==> src/rtl/branch_redirect_ctrl.sv <==
// Branch redirect controller: arbitrates ID/EXE branch-taken requests into a
// two-cycle redirect/squash sequence and keeps saturating redirect statistics.
module branch_redirect_ctrl (
  input  logic       clk,
  input  logic       rst,
  input  logic       pcsrc1,
  input  logic       pcsrc2,
  input  logic [5:0] id_bra_pc,
  input  logic [5:0] exe_bra_pc,
  input  logic       stall_in,
  input  logic       clr_cnt,
  output logic       pc_load,
  output logic [5:0] next_pc,
  output logic       flush_ifid,
  output logic       flush_idexe,
  output logic       busy,
  output logic [7:0] taken_cnt,
  output logic [7:0] drop_cnt
);

  typedef enum logic [1:0] {
    IDLE   = 2'd0,
    REDIR  = 2'd1,
    SQUASH = 2'd2
  } state_t;

  state_t     r_state;
  logic [5:0] r_target;
  logic       r_src_exe;
  logic       r_pc_load;
  logic       r_flush_ifid;
  logic       r_flush_idexe;
  logic       r_busy;
  logic [7:0] r_taken_cnt;
  logic [7:0] r_drop_cnt;

  logic w_idle;
  logic w_acc_exe;
  logic w_acc_id;
  logic w_accept;
  logic w_conflict;

  // Requests are only looked at in IDLE; anything seen mid-sequence is wrong-path.
  // An ID request is unusable while a load-use stall leaves its operands invalid.
  assign w_idle     = (r_state == IDLE);
  assign w_acc_exe  = w_idle & pcsrc2;
  assign w_acc_id   = w_idle & ~pcsrc2 & pcsrc1 & ~stall_in;
  assign w_accept   = w_acc_exe | w_acc_id;
  assign w_conflict = w_idle & pcsrc1 & pcsrc2;

  // NOTE: all state below uses non-blocking assignments so every register
  // samples pre-edge values; blocking here would create order-dependent races.
  always_ff @(posedge clk) begin
    if (rst) begin
      r_state       <= IDLE;
      r_target      <= 6'd0;
      r_src_exe     <= 1'b0;
      r_pc_load     <= 1'b0;
      r_flush_ifid  <= 1'b0;
      r_flush_idexe <= 1'b0;
      r_busy        <= 1'b0;
    end else begin
      case (r_state)
        IDLE: begin
          if (w_accept) begin
            r_state       <= REDIR;
            r_target      <= w_acc_exe ? exe_bra_pc : id_bra_pc;
            r_src_exe     <= w_acc_exe;
            r_pc_load     <= 1'b1;
            r_flush_ifid  <= 1'b1;
            r_flush_idexe <= w_acc_exe;
            r_busy        <= 1'b1;
          end
        end
        REDIR: begin
          r_state       <= SQUASH;
          r_pc_load     <= 1'b0;
          r_flush_ifid  <= 1'b1;
          r_flush_idexe <= 1'b0;
          r_busy        <= 1'b1;
        end
        default: begin
          r_state       <= IDLE;
          r_pc_load     <= 1'b0;
          r_flush_ifid  <= 1'b0;
          r_flush_idexe <= 1'b0;
          r_busy        <= 1'b0;
        end
      endcase
    end
  end

  // Statistics: clear beats a coincident increment; both hold at 255.
  always_ff @(posedge clk) begin
    if (rst || clr_cnt) begin
      r_taken_cnt <= 8'd0;
      r_drop_cnt  <= 8'd0;
    end else begin
      if (w_accept && (r_taken_cnt != 8'hFF))
        r_taken_cnt <= r_taken_cnt + 8'd1;
      if (w_conflict && (r_drop_cnt != 8'hFF))
        r_drop_cnt <= r_drop_cnt + 8'd1;
    end
  end

  assign pc_load     = r_pc_load;
  assign next_pc     = r_target;
  assign flush_ifid  = r_flush_ifid;
  assign flush_idexe = r_flush_idexe;
  assign busy        = r_busy;
  assign taken_cnt   = r_taken_cnt;
  assign drop_cnt    = r_drop_cnt;

  // r_src_exe is kept as the recorded winner of the last acceptance.
  logic w_unused;
  assign w_unused = r_src_exe;

endmodule

==> config.mk <==
export PLATFORM = sky130hd
export DESIGN_NAME = branch_redirect_ctrl
export DESIGN_NICKNAME = d
export VERILOG_FILES = /design/src/rtl/branch_redirect_ctrl.sv
export SDC_FILE = /design/constraint.sdc
export NUM_CORES = 1
export LEC_CHECK = 0
export ABC_CLOCK_PERIOD_IN_PS = 1680
export CAP_MARGIN = 40
export CORE_UTILIZATION = 40
export CTS_CLUSTER_DIAMETER = 200
export DETAILED_ROUTE_END_ITERATION = 10
export DONT_BUFFER_PORTS = 1
export PLACE_DENSITY_LB_ADDON = 0.15
export SLEW_MARGIN = 5
export SYNTH_ARGS = -nofsm -noshare
export SYNTH_HDL_FRONTEND = slang
export SYNTH_SLANG_ARGS = --single-unit
==> constraint.sdc <==
create_clock -name clk -period 1.68 [get_ports clk]
set_input_delay 0.252 -clock clk [delete_from_list [all_inputs] [get_ports clk]]
set_output_delay 0.252 -clock clk [all_outputs]
set_load 0.01 [all_outputs]
==> reports/summary.log, run 1 <==
qor: sta.max_freq 661 MHz
qor: min_path.hold_path_end pc_load
qor: floorplan.placementRows 20
qor: power.powerDensity 787 nW/um2
qor: min_path.hold_path_startpoint rst
qor: power.static_power_due_to_leakage 0.523 nW
qor: clocking.numCtsBuffers 3
qor: logic_synthesis.synth.top_cells.by_area dfxtp_1, nor3_1, a22oi_1
qor: logic_synthesis.synth_common_cells dfxtp_1, nor2_1, nor3_1, o21ai_0
qor: finish.post_route_cells_drive_above_1_share 0.116
qor: sta.tightest_slew 418 ps
qor: logic_synthesis.synth-seq-cells 27
qor: floorplan.die_h 58.7 um
qor: routing.route.final.wire_length 3020 um
qor: sta.setup_viol_count_final 0
qor: place.dp_hpwl 2200 um
qor: logic_synthesis.synth-edff-count 0
qor: logic_synthesis.syn_nets 166
qor: logic_synthesis.syn-mean-instance-area 8.82 um2
qor: routing.detailedRoute.firstPassIterationCount 4
qor: global_route.number_of_global_route_vias_before_repair 1043
qor: logic_synthesis.area_of_the_mapped_netlist 1290 um2
qor: min_path.min-delay-path-class primary input to flip-flop
qor: sta.final_hold_violations 0
qor: sta.timing.final.max_slew_violations 0
qor: sta.max_slew_margin_vs_limit 0.721
qor: clocking.clkSinkCount 27
qor: floorplan.initial_core_util 0.422
qor: sta.setup_total_negative_slack 0 ps
qor: global_route.grt_first_pass_wirelength 4820 um
qor: critical_path.timing.critical_path.fanout_max 8
qor: critical_path.crit_type flip-flop to flip-flop
qor: routing.dr.first_iter.drc_count 61
qor: place.gp_congestion 0.814
qor: routing.routed_via_density 5.71
qor: routing.routedWlPerCell 15.2 um
qor: routing.ant_nets 0
qor: global_route.grt_antenna_before_repair 0
qor: critical_path.cp.required 1910 ps
qor: floorplan.num_io_pins 44
qor: critical_path.regToRegStartpoint taken_cnt[0]
qor: place.instance_count_after_placement_with_tap_cells_included 194
qor: power.irDropWorstVdd 0.349 mV
qor: critical_path.reg2reg_setup_slack 170 ps
qor: critical_path.worst-r2r-cell-count 5
qor: min_path.holdPathStages 2
qor: logic_synthesis.synth.largest_area_cell dfxtp_1
qor: sta.layout_worst_path_cycle_share 0.901
qor: floorplan.floorplan.die_area 3450 um2
qor: place.buffer_ports.inserted 0
qor: routing.drc 0
qor: run_status.outcome completed
qor: clocking.worst_setup_hold_path_clk_slew 160 ps
qor: clocking.clock_insertion_delay_worst_skew 330 ps
qor: finish.layout.filler_cells 324
qor: clocking.cts_root_buf clkbuf_4
qor: logic_synthesis.post_synthesis_async_set_or_reset_flop_share 0
qor: clocking.tritoncts_clock_tree done
qor: finish.syn2layout_area_growth 10.7%
qor: global_route.globalRoute.totalOverflow 0
qor: logic_synthesis.synth.yosys.seq_area_share 0.420
qor: finish.final_nets 176
qor: finish.post-route-util 0.467
qor: run.timing.max_cap.violations 0
qor: sta.final.setup_skew 5.59 ps
qor: critical_path.timing.rr.end taken_cnt[1]
qor: clocking.post-cts-setup-buffers 0
qor: sta.fin_crit 1510 ps
qor: routing.detailroute.via_count 1137
qor: clocking.clock_tree.buffer_depth 2
qor: critical_path.critical_path.startpoint_type flip-flop
qor: global_route.pin_count_of_the_biggest_net_entering_global_routing 17
qor: logic_synthesis.post-synth-top-area-fraction 0.420
qor: logic_synthesis.dominantRegCellSynth dfxtp_1
qor: critical_path.setup.worst_path.end_class flip-flop
qor: critical_path.cp.arrival 1740 ps
qor: floorplan.die_w 58.7 um
qor: finish.insertedDiodeCount 0
qor: clocking.cts-htree-levels 1
qor: sta.rsz0062_at_grt no
qor: logic_synthesis.synth.lib_cells_used.distinct 37
qor: logic_synthesis.synth_most_common_cell dfxtp_1
qor: logic_synthesis.synth.yosys.warnings 0
qor: global_route.gr-usage-all-layers 0.183
qor: floorplan.core-area 3050 um2
qor: finish.finalNonFillerCells 199
qor: logic_synthesis.synthesis.instances 146
## report_power, final
group	leakage (nW)	switching, W	internal [W]
registers	0.221	0.0000426	0.000674
clock network	0.0139	0.000201	0.0000910
logic	0.288	0.0000626	0.0000499
total	0.523	0.000306	0.000815
## registers in the layout, summed over array words and instances, names as in the netlist
register	count
flush_idexe	1
r_state	2
drop_cnt	8
taken_cnt	8
busy	1
next_pc	6
pc_load	1
## worst max path at each step
stage / from / end / slack [ps]
6_report: taken_cnt[0] / taken_cnt[1] / 170
5_1_grt: taken_cnt[0] / taken_cnt[1] / 20
4_1_cts: taken_cnt[0] / taken_cnt[1] / 180
3_5_place_dp: taken_cnt[0] / taken_cnt[1] / 200
3_3_place_gp: taken_cnt[0] / taken_cnt[1] / 270
2_1_floorplan: drop_cnt[0] / drop_cnt[0] / 310
## metal layers
layer  routed length, um  vias up  GRT usage
li1                    -      567          -
met1                1350      538      0.246
met2                1510       30      0.284
met3                 145        2     0.0440
met4                  19        0     0.0714
met5                   0        -          0
## cell families (layout without fill, tap and decap cells)
group                    after synthesis  in the layout  synth area share
AND/OR/NAND/NOR                       65             65             0.300
AO/OA/AOI/OAI                         37             37             0.191
flip-flops                            27             27             0.420
buffers and inverters                 10             19            0.0340
XOR/XNOR                               4              4            0.0272
adder cells (fa/ha/maj)                2              2            0.0194
multiplexers                           1              1           0.00777
## final cells by class
| type | count | area, um2 | share of cell area |
|---|---|---|---|
| clock buffers | 3 | 22.5 | 0.0158 |
| clock inverters | 1 | 7.51 | 0.00527 |
| inverters | 5 | 18.8 | 0.0132 |
| multi-input cells | 109 | 703 | 0.493 |
| flip-flops and latches | 27 | 541 | 0.379 |
| well taps | 44 | 55.1 | 0.0386 |
| repair buffers | 10 | 77.6 | 0.0544 |
## stage by stage
stage | setup slack, ps | total power (W) | instance area (um2) | hold WS, ps
after floorplan | 314 | 0.000814 | 1290 | 451
after global placement | 270 | 0.000835 | 1390 | 329
after detailed placement | 198 | 0.000840 | 1390 | 334
after CTS | 176 | 0.00113 | 1430 | 68.9
after global routing | 19.4 | 0.00118 | 1430 | 56.1
final | 167 | 0.00112 | 1430 | 88.1
## layout by cell type, fill, tap and decap left out, types with 5 or more instances in the layout
| cell type | instances |
|---|---|
| o22ai_1 | 6 |
| dfxtp_1 | 27 |
| nand2_1 | 7 |
| a22oi_1 | 6 |
| nand4_1 | 7 |
| inv_1 | 5 |
| o21ai_0 | 8 |
| nand2b_1 | 7 |
| nor3_1 | 9 |
| buf_4 | 9 |
| nor2_1 | 10 |
## what timing repair did
action	in CTS	in global routing
gates resized for setup	0	0
hold buffers	1	0
endpoints found under the hold margin	2	0
## critical path: stages (launching register included)
cell and delay (ps):
dfxtp_1 470, ha_1 340, nand4_1 180, nor2_1 210, nand3b_1 140, a21oi_1 60
(Power assumes the default switching activity.)
==> run 2, diff against run 1 <==
- CORE_UTILIZATION: 40 -> 58
==> run 2 against run 1 <==
Flip-flop and latch count unchanged; global-route usage up 6.5 points; register-to-register slack better by 30 ps; hold slack better by 3.5 ps; clock power down 4%; non-clock buffer count unchanged; sequential share of layout area up 0.51 points; cell count down 8.5%; clock-buffer cell count unchanged; final area down 1.3%.
==> reports/summary.log, run 2 (synthesis results as in run 1) <==
qor: critical_path.critical_path_stages 5 [unchanged]
qor: critical_path.critPathTopFamily flip-flops [was simple AND/OR/NAND/NOR gates]
qor: clocking.clock_insertion_delay_worst_skew 320 ps [was 330 ps]
qor: finish.sequential_cell_area 541 um2 [unchanged]
qor: finish.post_route_cells_drive_above_1_share 0.123 [was 0.116]
qor: finish.mostFrequentLayoutCell dfxtp_1 [unchanged]
qor: floorplan.floorplan.die_area 2410 um2 [was 3450 um2]
qor: sta.tightest_slew 409 ps [was 418 ps]
qor: place.dp_hpwl 2160 um [was 2200 um]
qor: critical_path.crit_type flip-flop to flip-flop [unchanged]
qor: finish.finalNonFillerCells 182 [was 199]
qor: power.powerDensity 787 nW/um2 [about the same]
qor: sta.final_worst_path_setup_slack 200 ps [was 167 ps]
qor: run_status.outcome completed [unchanged]
qor: clocking.cts-htree-levels 1 [unchanged]
qor: sta.rsz0062_at_grt no [unchanged]
qor: routing.detailroute.via_count 1166 [was 1137]
qor: place.instance_count_after_placement_with_tap_cells_included 177 [was 194]
qor: clocking.numCtsBuffers 3 [unchanged]
qor: sta.final.setup_skew 13.8 ps [was 5.59 ps]
qor: sta.setup_total_negative_slack 0 ps [unchanged]
qor: routing.route.final.wire_length 2820 um [was 3020 um]
qor: sta.setup_viol_count_final 0 [unchanged]
qor: sta.fin_crit 1480 ps [was 1510 ps]
qor: global_route.grt_antenna_before_repair 0 [unchanged]
qor: clocking.cts_root_buf clkbuf_4 [unchanged]
qor: clocking.tritoncts_clock_tree done [unchanged]
qor: sta.max_freq 676 MHz [was 661 MHz]
qor: critical_path.path_cells ha_2 > nand4_1 > nor2_1 > o21ai_0 > a21oi_1 [was ha_1 > nand4_1 > nor2_1 > nand3b_1 > a21oi_1]
qor: finish.syn2layout_area_growth 9.23% [was 10.7%]
qor: critical_path.cp.arrival 1740 ps [about the same]
qor: finish.final_nets 176 [unchanged]
qor: sta.max_slew_margin_vs_limit 0.727 [was 0.721]
qor: critical_path.worst-r2r-cell-count 5 [unchanged]
qor: critical_path.crit_path_start taken_cnt[0] [unchanged]
qor: place.gp_congestion 0.804 [was 0.814]
qor: finish.insertedDiodeCount 0 [unchanged]
qor: power.irDropWorstVdd 0.479 mV [was 0.349 mV]
qor: global_route.grt_first_pass_wirelength 4670 um [was 4820 um]
qor: place.preCtsSetupSlack 186 ps [was 198 ps]
qor: critical_path.cp.required 1940 ps [was 1910 ps]
qor: floorplan.placementRows 16 [was 20]
qor: critical_path.timing.rr.end taken_cnt[0] [was taken_cnt[1]]
qor: clocking.post-cts-setup-buffers 0 [unchanged]
qor: critical_path.setup.worst_path.end_class flip-flop [unchanged]
qor: routing.drc 0 [unchanged]
qor: critical_path.worstSetupEndpoint taken_cnt[0] [was taken_cnt[1]]
qor: finish.post-route-util 0.696 [was 0.467]
qor: critical_path.timing.critical_path.fanout_max 8 [unchanged]
qor: critical_path.critical_path.startpoint_type flip-flop [unchanged]
qor: clocking.clkSinkCount 27 [unchanged]
qor: floorplan.die_h 49.1 um [was 58.7 um]
qor: floorplan.num_io_pins 44 [unchanged]
qor: clocking.clock_tree.buffer_depth 2 [unchanged]
qor: run.timing.max_cap.violations 0 [unchanged]
qor: floorplan.initial_core_util 0.637 [was 0.422]
qor: sta.layout_worst_path_cycle_share 0.881 [was 0.901]
qor: sta.timing.final.max_slew_violations 0 [unchanged]
qor: routing.detailedRoute.firstPassIterationCount 4 [unchanged]
qor: global_route.globalRoute.totalOverflow 0 [unchanged]
qor: finish.commonest_cells_after_routing_fill_and_taps_aside dfxtp_1, nor2_1, nor3_1, buf_4, o21ai_0 [unchanged]
qor: routing.routedWlPerCell 15.5 um [was 15.2 um]
qor: clocking.worst_setup_hold_path_clk_slew 150 ps [was 160 ps]
qor: critical_path.regToRegStartpoint taken_cnt[0] [unchanged]
qor: global_route.pin_count_of_the_biggest_net_entering_global_routing 17 [unchanged]
qor: floorplan.die_w 49.1 um [was 58.7 um]
qor: min_path.min-delay-path-class primary input to flip-flop [unchanged]
qor: critical_path.delay_of_the_slowest_cell_on_the_worst_path 470 ps [about the same]
qor: power.static_power_due_to_leakage 0.520 nW [was 0.523 nW]
qor: global_route.number_of_global_route_vias_before_repair 1119 [was 1043]
qor: routing.ant_nets 0 [unchanged]
qor: place.buffer_ports.inserted 0 [unchanged]
qor: critical_path.critPathBufInv 0 [unchanged]
qor: finish.multi_input_comb_area 706 um2 [was 703 um2]
qor: critical_path.timing.critical_path.slowest_stage_cell dfxtp_1 [unchanged]
qor: global_route.gr-usage-all-layers 0.248 [was 0.183]
qor: floorplan.core-area 2020 um2 [was 3050 um2]
qor: critical_path.reg2reg_setup_slack 200 ps [was 170 ps]
qor: finish.layout.filler_cells 167 [was 324]
qor: sta.final_hold_violations 0 [unchanged]
qor: routing.dr.first_iter.drc_count 30 [was 61]
qor: routing.routed_via_density 6.41 [was 5.71]
## run 2: cell count changes in the layout (fill, tap and decap cells not counted)
cell  change
ha_2      +1
ha_1      -1
## run 2: worst reg2reg max path: stages (launching register included)
cell and delay [ps]:
dfxtp_1 470, ha_2 310, nand4_1 190, nor2_1 210
o21ai_0 100, a21oi_1 150
## run 2: final cells by class
| class | instances | share of cell area |
|---|---|---|
| clock buffer | 3 | 0.0160 |
| sequential | 27 | 0.384 |
| clock inverter | 1 | 0.00534 |
| inverter | 5 | 0.0133 |
| timing repair buffer | 10 | 0.0552 |
| multi-input combinational | 109 | 0.502 |
| tap | 27 | 0.0240 |
## run 2: where the power goes
group | internal, W | total [W] | leakage, nW | switching, W
sequential | 0.000674 | 0.000716 | 0.221 | 0.0000422
clock | 0.0000908 | 0.000280 | 0.0139 | 0.000189
combinational | 0.0000502 | 0.000112 | 0.285 | 0.0000616
## run 2: routing by layer
metal	global-route usage	wire, um	vias to the layer above
li1	-	-	570
met1	0.318	1160	527
met2	0.411	1400	64
met3	0.0654	235	5
met4	0.0637	30	0
met5	0	0	-
## run 2: worst min-delay path by stage
stage               startpoint     endpoint  slack, ps  cells past startpoint
detailed placement         rst         busy        330                      1
global route               rst   next_pc[0]        100                      2
floorplan              clr_cnt  drop_cnt[2]        450                      3
global placement           rst   r_state[1]        330                      1
finish                     rst   next_pc[0]         90                      2
CTS                        rst   next_pc[0]         90                      2
## run 2: through the flow
step,power [W],hold slack [ps],cell area (um2)
after CTS,0.00112,90.5,1400
after floorplan,0.000814,451,1290
after global placement,0.000830,330,1360
final,0.00111,91.6,1410
after detailed placement,0.000840,332,1360
after global routing,0.00115,98.0,1410
## run 2: timing repair
item | in CTS | in global routing
endpoints found under the setup margin | 0 | 1
endpoints found under the hold margin | 2 | 0
gates resized for setup | 0 | 1
hold buffers | 1 | 0
==> run 3, diff against run 2 <==
- CORE_UTILIZATION: 58 -> 55
- PLACE_DENSITY: unset -> 0.7
- PLACE_DENSITY_LB_ADDON: 0.15 -> unset
==> run 3 against run 2 <==
Combinational power about the same; clock-buffer cell count unchanged; critical path depth unchanged; sequential power about the same; clock power about the same; die area is 5.2% higher; flip-flop and latch count is the same; hold slack got worse by 5.7 ps; first-iteration DRC count is 60% higher; cell count unchanged; register-to-register slack improved by 30 ps; largest cell class unchanged.
==> reports/summary.log, run 3 (synthesis results as in run 1) <==
qor: routing.route.final.wire_length 2930 um [was 2820 um]
qor: power.irDropWorstVdd 0.523 mV [was 0.479 mV]
qor: finish.finalNonFillerCells 182 [unchanged]
qor: power.power_share_of_the_clock_group 0.253 [about the same]
qor: routing.drc 0 [unchanged]
qor: power.powerDensity 796 nW/um2 [was 787 nW/um2]
qor: global_route.globalRoute.totalOverflow 0 [unchanged]
qor: critical_path.worst-r2r-cell-count 5 [unchanged]
qor: power.relative_contribution_of_sequential_cells_to_total_power 0.645 [was 0.646]
qor: clocking.clock_insertion_delay_worst_skew 330 ps [was 320 ps]
qor: floorplan.floorplan.die_area 2540 um2 [was 2410 um2]
qor: global_route.grt_first_pass_wirelength 4720 um [was 4670 um]
qor: finish.insertedDiodeCount 0 [unchanged]
qor: critical_path.cp.required 1900 ps [was 1940 ps]
qor: power.swShare 0.268 [was 0.264]
qor: global_route.pin_count_of_the_biggest_net_entering_global_routing 16 [was 17]
qor: min_path.min-delay-path-class primary input to flip-flop [unchanged]
qor: finish.syn2layout_area_growth 8.36% [was 9.23%]
qor: sta.max_slew_margin_vs_limit 0.703 [was 0.727]
qor: power.netSwitchingPower 0.000297 W [was 0.000293 W]
qor: finish.commonest_cells_after_routing_fill_and_taps_aside dfxtp_1, nor2_1, nor3_1 [was dfxtp_1, nor2_1, nor3_1, buf_4, o21ai_0]
qor: sta.max_freq 688 MHz [was 676 MHz]
qor: finish.final_nets 175 [was 176]
qor: critical_path.crit_type flip-flop to flip-flop [unchanged]
qor: clocking.numCtsBuffers 3 [unchanged]
qor: routing.detailroute.via_count 1155 [was 1166]
qor: floorplan.placementRows 17 [was 16]
qor: place.instance_count_after_placement_with_tap_cells_included 177 [unchanged]
qor: routing.dr.first_iter.drc_count 48 [was 30]
qor: clocking.tritoncts_clock_tree done [unchanged]
qor: sta.final_hold_violations 0 [unchanged]
qor: clocking.clock_tree.buffer_depth 2 [unchanged]
qor: sta.final.setup_skew 10.1 ps [was 13.8 ps]
qor: sta.timing.final.max_slew_violations 0 [unchanged]
qor: min_path.hold_path_end pc_load [was next_pc[0]]
qor: critical_path.timing.critical_path.fanout_max 8 [unchanged]
qor: sta.rsz0062_at_grt no [unchanged]
qor: global_route.gr-usage-all-layers 0.246 [was 0.248]
qor: finish.post-route-util 0.631 [was 0.696]
qor: global_route.grt_antenna_before_repair 0 [unchanged]
qor: sta.layout_worst_path_cycle_share 0.865 [was 0.881]
qor: routing.routedWlPerCell 16.1 um [was 15.5 um]
qor: critical_path.critical_path.startpoint_type flip-flop [unchanged]
qor: sta.fin_crit 1450 ps [was 1480 ps]
qor: clocking.cts-htree-levels 1 [unchanged]
qor: run.timing.max_cap.violations 0 [unchanged]
qor: critical_path.reg2reg_setup_slack 230 ps [was 200 ps]
qor: routing.routed_via_density 6.35 [was 6.41]
qor: finish.post_route_cells_drive_above_1_share 0.110 [was 0.123]
qor: min_path.holdPathStages 2 [unchanged]
qor: clocking.cts_repair_resize_count 0 [unchanged]
qor: floorplan.num_io_pins 44 [unchanged]
qor: run_status.outcome completed [unchanged]
qor: sta.setup_total_negative_slack 0 ps [unchanged]
qor: place.dp_hpwl 2150 um [was 2160 um]
qor: sta.setup_viol_count_final 0 [unchanged]
qor: global_route.number_of_global_route_vias_before_repair 1006 [was 1119]
qor: floorplan.die_w 50.4 um [was 49.1 um]
qor: min_path.hold_path_startpoint rst [unchanged]
qor: clocking.cts_root_buf clkbuf_4 [unchanged]
qor: finish.mostFrequentLayoutCell dfxtp_1 [unchanged]
qor: sta.tightest_slew 445 ps [was 409 ps]
qor: power.power.share.combinational 0.101 [about the same]
qor: routing.ant_nets 0 [unchanged]
qor: power.cellInternalPower 0.000813 W [was 0.000815 W]
qor: clocking.worst_setup_hold_path_clk_slew 150 ps [about the same]
qor: critical_path.regToRegStartpoint drop_cnt[1] [was taken_cnt[0]]
qor: critical_path.timing.rr.end drop_cnt[0] [was taken_cnt[0]]
qor: critical_path.cp.arrival 1680 ps [was 1740 ps]
qor: power.static_power_due_to_leakage 0.521 nW [was 0.520 nW]
qor: floorplan.die_h 50.4 um [was 49.1 um]
qor: critical_path.setup.worst_path.end_class flip-flop [unchanged]
qor: floorplan.initial_core_util 0.582 [was 0.637]
qor: floorplan.core-area 2210 um2 [was 2020 um2]
qor: place.gp_congestion 0.798 [was 0.804]
qor: routing.detailedRoute.firstPassIterationCount 4 [unchanged]
qor: place.buffer_ports.inserted 0 [unchanged]
qor: clocking.clkSinkCount 27 [unchanged]
## run 3: changes by cell type in the layout (fill, tap and decap cells not counted)
cell	previous run	this run
buf_4	9	8
ha_1	1	2
ha_2	1	0
clkinvlp_4	1	0
clkinv_2	0	1
## run 3: area by class of cell
class	count	area (um2)
clock inverters	1	5.00
multi-input cells	109	703
clock buffers	3	22.5
flip-flops and latches	27	541
repair buffers	9	70.1
fillers	204	817
well taps	28	35.0
inverters	5	18.8
## run 3: worst max-delay path: stages, from the launching register on
cell and delay [ps]:
dfxtp_1 360, ha_1 290, nand3_1 100, o21ai_0 360
xor2_1 190, nor2_1 50
## run 3: timing repair
item	CTS	global route
setup buffers	0	0
hold buffers	1	0
endpoints found under the hold margin	2	0
## run 3: routing by layer
layer,vias to the layer above,track usage,routed length (um)
met4,0,0.0880,27
met3,4,0.0667,199
li1,567,-,-
met2,39,0.393,1450
met5,-,0,0
met1,545,0.316,1250
## run 3: power by group through the flow
| stage | Sequential (W) | Combinational [W] | Clock (W) |
|---|---|---|---|
| after floorplan | 0.000723 | 0.0000916 | 0 |
| after global placement | 0.000729 | 0.000105 | 0 |
| after detailed placement | 0.000731 | 0.000110 | 0 |
| after CTS | 0.000717 | 0.000112 | 0.000291 |
| after global routing | 0.000723 | 0.000123 | 0.000317 |
| final | 0.000716 | 0.000112 | 0.000281 |
## run 3: worst max path at each step
| stage | from | endpoint | slack [ps] | cells past startpoint |
|---|---|---|---|---|
| after CTS | drop_cnt[1] | drop_cnt[0] | 260 | 5 |
| final | drop_cnt[1] | drop_cnt[0] | 230 | 5 |
| after floorplan | drop_cnt[0] | drop_cnt[0] | 310 | 5 |
| after global routing | drop_cnt[0] | drop_cnt[0] | 70 | 5 |
| after global placement | drop_cnt[0] | drop_cnt[0] | 350 | 5 |
| after detailed placement | drop_cnt[1] | drop_cnt[0] | 270 | 5 |
## run 3: per-stage QoR
stage          setup WS [ps]  area [um2]  total power [W]  hold slack, ps
5_1_grt                 68.5        1400          0.00116            69.1
3_3_place_gp             354        1360         0.000834             329
6_report                 226        1400          0.00111            85.9
4_1_cts                  256        1400          0.00112            82.9
3_5_place_dp             275        1360         0.000840             337
2_1_floorplan            314        1290         0.000814             451
